<file path="config.mk">
export PLATFORM = sky130hd
export DESIGN_NAME = instruction_sequencer
export DESIGN_NICKNAME = d
export VERILOG_FILES = /design/src/rtl/instruction_sequencer.sv
export SDC_FILE = /design/constraint.sdc
export NUM_CORES = 1
export LEC_CHECK = 0
export BUFFER_PORTS_ARGS = -buffer_cell sky130_fd_sc_hd__buf_2
export CORE_ASPECT_RATIO = 1.1
export CORE_MARGIN = 4
export CORE_UTILIZATION = 50
export DETAILED_ROUTE_END_ITERATION = 12
export GPL_TIMING_DRIVEN = 0
export PLACE_DENSITY_LB_ADDON = 0.1
export SYNTH_ARGS = -nofsm -noshare
export SYNTH_HDL_FRONTEND = slang
export SYNTH_SLANG_ARGS = --single-unit
</file>
<file path="constraint.sdc">
create_clock -name clock_in -period 12.15 [get_ports clock_in]
set_clock_uncertainty 0.2 [all_clocks]
set_input_delay 0.6075 -clock clock_in [delete_from_list [all_inputs] [get_ports clock_in]]
set_output_delay 0.6075 -clock clock_in [all_outputs]
set_load 0.05 [all_outputs]
</file>
<file path="src/rtl/instruction_sequencer.sv">
// rtl/instruction_sequencer.sv - program buffer that issues stored instruction words one per cycle
// Optional multi-pass looping is built when SEQUENCER_LOOP_EN is defined.
module instruction_sequencer #(
  parameter int          DEPTH           = 16,
  parameter logic [31:0] NOP_INSTRUCTION = 32'h0000_00FF
) (
  input  logic                       clock_in,
  input  logic                       reset_in,
  input  logic                       load_valid_in,
  input  logic [31:0]                load_data_in,
  output logic                       load_ready_out,
  input  logic                       clear_in,
  input  logic                       start_in,
  input  logic                       abort_in,
`ifdef SEQUENCER_LOOP_EN
  input  logic [3:0]                 loop_count_in,
`endif
  output logic [31:0]                current_instruction_out,
  output logic                       instruction_valid_out,
  output logic [$clog2(DEPTH)-1:0]   pc_out,
  output logic [$clog2(DEPTH):0]     program_length_out,
  output logic                       busy_out,
  output logic                       done_out
);

  localparam int AW = $clog2(DEPTH);

  typedef enum logic [1:0] {IDLE, RUN, DONE} state_t;

  state_t        state_q, state_d;
  logic [AW:0]   len_q, len_d;
  logic [AW-1:0] pc_q, pc_d;
  logic [31:0]   instr_q, instr_d;
  logic          valid_q, valid_d;
  logic [31:0]   buffer [DEPTH];

  logic          load_fire;
  logic          last_pass;
  logic [AW-1:0] last_idx;
  logic [AW-1:0] pc_inc;

`ifdef SEQUENCER_LOOP_EN
  logic [3:0] pass_q, pass_d;
  assign last_pass = (pass_q == 4'd0);
`else
  assign last_pass = 1'b1;
`endif

  assign load_ready_out = (state_q == IDLE) && (len_q < (AW+1)'(DEPTH)) && !clear_in && !start_in;
  assign load_fire      = load_valid_in && load_ready_out;
  // Truncation makes a full buffer (len == DEPTH) map to index DEPTH-1.
  assign last_idx       = AW'(len_q - (AW+1)'(1));
  assign pc_inc         = pc_q + AW'(1);

  always_comb begin
    state_d = state_q;
    len_d   = len_q;
    pc_d    = pc_q;
    instr_d = NOP_INSTRUCTION;
    valid_d = 1'b0;
`ifdef SEQUENCER_LOOP_EN
    pass_d  = pass_q;
`endif
    case (state_q)
      IDLE: begin
        if (clear_in) begin
          len_d = '0;
        end else if (start_in && (len_q != '0)) begin
          state_d = RUN;
          pc_d    = '0;
          instr_d = buffer[0];
          valid_d = 1'b1;
`ifdef SEQUENCER_LOOP_EN
          pass_d  = loop_count_in;
`endif
        end else if (load_fire) begin
          len_d = len_q + (AW+1)'(1);
        end
      end
      RUN: begin
        if (abort_in) begin
          state_d = IDLE;
        end else if (pc_q == last_idx) begin
          if (last_pass) begin
            state_d = DONE;
          end else begin
            pc_d    = '0;
            instr_d = buffer[0];
            valid_d = 1'b1;
`ifdef SEQUENCER_LOOP_EN
            pass_d  = pass_q - 4'd1;
`endif
          end
        end else begin
          pc_d    = pc_inc;
          instr_d = buffer[pc_inc];
          valid_d = 1'b1;
        end
      end
      DONE:    state_d = IDLE;
      default: state_d = IDLE;
    endcase
  end

  always_ff @(posedge clock_in or negedge reset_in) begin
    if (!reset_in) begin
      state_q <= IDLE;
      len_q   <= '0;
      pc_q    <= '0;
      instr_q <= NOP_INSTRUCTION;
      valid_q <= 1'b0;
`ifdef SEQUENCER_LOOP_EN
      pass_q  <= 4'd0;
`endif
    end else begin
      state_q <= state_d;
      len_q   <= len_d;
      pc_q    <= pc_d;
      instr_q <= instr_d;
      valid_q <= valid_d;
`ifdef SEQUENCER_LOOP_EN
      pass_q  <= pass_d;
`endif
    end
  end

  // Program storage is deliberately left out of reset.
  always_ff @(posedge clock_in) begin
    if (load_fire) begin
      buffer[len_q[AW-1:0]] <= load_data_in;
    end
  end

  assign current_instruction_out = instr_q;
  assign instruction_valid_out   = valid_q;
  assign pc_out                  = pc_q;
  assign program_length_out      = len_q;
  assign busy_out                = (state_q == RUN);
  assign done_out                = (state_q == DONE);

endmodule

</file>
==> results.cfg <==
[critical_path]
r2r-start = state_q[0]
cp.arrival_ns = 3.61
cp_slowest_cell = nor3_2
startpoint_type = flop
rr_endpoint = buffer[1][11]
setup.worst_path.class = flop to flop
max_stage_delay_ns = 0.85
crit_chain = nor3_1 > and3_1 > clkbuf_1 > nand2_1 > nor3_2 > buf_6 > buf_4
crit_required_ns = 12.24
path_buf_inv = 3
critPathTopFamily = simple AND/OR/NAND/NOR gates
setup.worst_path.end_class = flop
reg2reg_slack_ns = 8.62
worstPathMaxFanout = 9
ff2ff_path_depth = 7

[die]
fp.dieW_um = 205.8
die_h_um = 225.6
ios = 83
initial_core_util_pct = 50.75
die_area_sq_mm = 0.04643
core_sq_mm = 0.04240
num_rows = 79

[synthesis]
muxShareOfSynthArea_pct = 14.33
synth_xor_area_share_pct = 0.5349
synth_top_family_by_area = multiplexers
netlist_area_sq_mm = 0.02152
synth_fp_nets = 1102
syn_inst = 1058
synth.avg_cell_area_sq_um = 20.34
yosysWarnings = 0
synth_compound_area_share_pct = 2.349
synth_area_leaders = edfxtp_1 71%, mux4_2 13%, dfrtp_1 4.2%
synth_seq_area_share_pct = 76.61
synthAdderAreaFrac_pct = 0.3489
ys_seq_elements = 556
ys_types = 36
yosys.area.top_type = edfxtp_1
synth_top_area_share_pct = 71.45
yosys.area_share.simple_pct = 4.361

[clock_network]
cts_num_sinks = 556
cts_max_level = 2
insertion_delay_ns = 0.61
cts-buffers-inserted = 55
cts_tree = built
clk_pin_slew_ns = 0.06
clock_path_buffers = 3
root_buffer = clkbuf_16
cts_setup_buffers = 0

[pwr]
power.leakage_nw = 8.353
powerDensity_mw_per_mm2 = 214.2
vdd_drop_max_mv = 0.1276

[placed_design]
pre_cts_slack_ns = 8.391
dp_hpwl_um = 32440
port_buffers = 82
placed_area_sq_mm = 0.02315
placed_cells = 1733
globalplace.congestion = 0.7497

[final_layout]
area_delta_synth_final_pct = 15.97
drive_gt1_share_pct = 29.87
antenna_cells = 0
final_cells = 1836
nNetsFinal = 1268
design_area_sq_mm = 0.02496

[route]
drc = 0
drt_iter0_markers = 801
wirelength_um = 49590
viasPerCell = 5.831
final_antenna_net_count = 0
avgRoutedWirePerCell_um = 27.01
via_count = 10705
dr.pass1.iters = 5

[global_routing]
antenna_found_initial = 1
grt_pass1_wl_um = 74460
first_global_vias = 10986
overflow = 0
grt.total_usage_pct = 22.15
grt_max_degree = 45

[worst_hold_path]
min_path_type = input pin to flop
hold_end = program_length_out[4]
worstHoldStart = clear_in
holdPathStages = 2

[sta]
setup_tns_ns = 0
max_slew.worst_pin.slew_ns = 1.037
period_minus_slack_ns = 3.527
slew-limit-headroom_pct = 30.51
fmax_mhz = 283.5
setup_violations = 0
hold_slack_ns = 0.04574
hold_viol = 0
fin_crit_sh_pct = 29.03
finalMaxSlewViolations = 0
rsz0062_at_grt = no
worst_slack_ns = 8.623

[run_status]
outcome = finished clean

[run]
cap_violations = 0
registers in the layout (all words and copies together) (netlist names):
register                 count
current_instruction_out     32
pc_out                       4
program_length_out           5
buffer                     512
state_q                      2
instruction_valid_out        1
cell usage in the layout (no fill, tap or decap), types with 13 or more instances in the layout:
cell type	n
a32o_1	24
buf_2	111
mux2i_1	37
nand3_1	50
nor3_1	18
clkbuf_1	41
nand2_1	104
clkbuf_16	57
dfrtp_1	36
mux4_2	120
buf_6	13
edfxtp_1	512
where the power goes:
group / leakage [nW] / internal (mW) / switching, mW
Combinational: 2.29 / 0.671 / 0.872
Sequential: 5.18 / 2.12 / 0.0165
Clock: 0.878 / 0.983 / 0.687
final cells by class:
class | count | area (sq um)
Fill cell | 3123 | 17450
Buffer | 60 | 296.5
Sequential cell | 556 | 16490
Tap cell | 567 | 709.4
Timing Repair Buffer | 109 | 828.3
Clock inverter | 16 | 152.6
Inverter | 5 | 18.77
Clock buffer | 86 | 1635
Multi-Input combinational cell | 437 | 4828
routing by layer:
layer,track usage (%),vias up,wire [um]
met5,0,-,11
met4,5.324,2,864
met3,3.389,54,2927
met2,36.60,324,25020
met1,31.77,5677,20770
li1,-,4648,-
logic make-up (layout without fill, tap and decap cells):
group,count (synthesis),count (layout)
buf+inv,65,276
simple gates,215,215
flops,556,556
fa+ha+maj,6,6
mux,158,158
xor+xnor,11,11
compound gates,47,47
Yosys cell counts (all sizes together):
master	instances
a21boi	1
xnor2	6
mux4	120
o21ai	1
mux2	1
ha	6
dfstp	8
o32ai	8
a22o	1
xor2	5
a21oi	1
dfrtp	36
nand4	2
mux2i	37
nor2	24
a32o	24
edfxtp	512
nand2b	3
or2	2
o2bb2ai	8
nor3	22
a31oi	1
nand2	104
a311oi	1
nor2b	2
buf	38
and2	1
a2bb2oi	1
inv	5
and3	4
or4b	1
nand3	50
clkbuf	22
worst max-delay path by stage:
stage / slack [ns] / start / end / cells past startpoint
floorplan: 7.85 / clear_in / buffer[0][0] / 5
global placement: 4.80 / clear_in / buffer[0][9] / 6
detailed placement: 8.39 / clear_in / buffer[1][30] / 8
CTS: 8.62 / state_q[0] / buffer[1][11] / 7
global route: 8.37 / state_q[0] / buffer[1][11] / 7
finish: 8.62 / state_q[0] / buffer[1][11] / 7
repair_timing:
| item | 4_1_cts | 5_1_grt |
|---|---|---|
| hold endpoints to repair | 0 | 36 |
| gates resized for setup | 0 | 0 |
| setup endpoints to repair | 0 | 0 |
| hold buffers | 0 | 1 |
metrics by stage:
| step | total power [mW] | util, % |
|---|---|---|
| 6_report | 5.345 | 58.85 |
| 5_1_grt | 5.591 | 58.85 |
| 4_1_cts | 5.408 | 58.82 |
| 3_5_place_dp | 3.741 | 54.60 |
| 3_3_place_gp | 3.729 | 53.39 |
| 2_1_floorplan | 3.293 | - |
(Power assumes the default switching activity.)
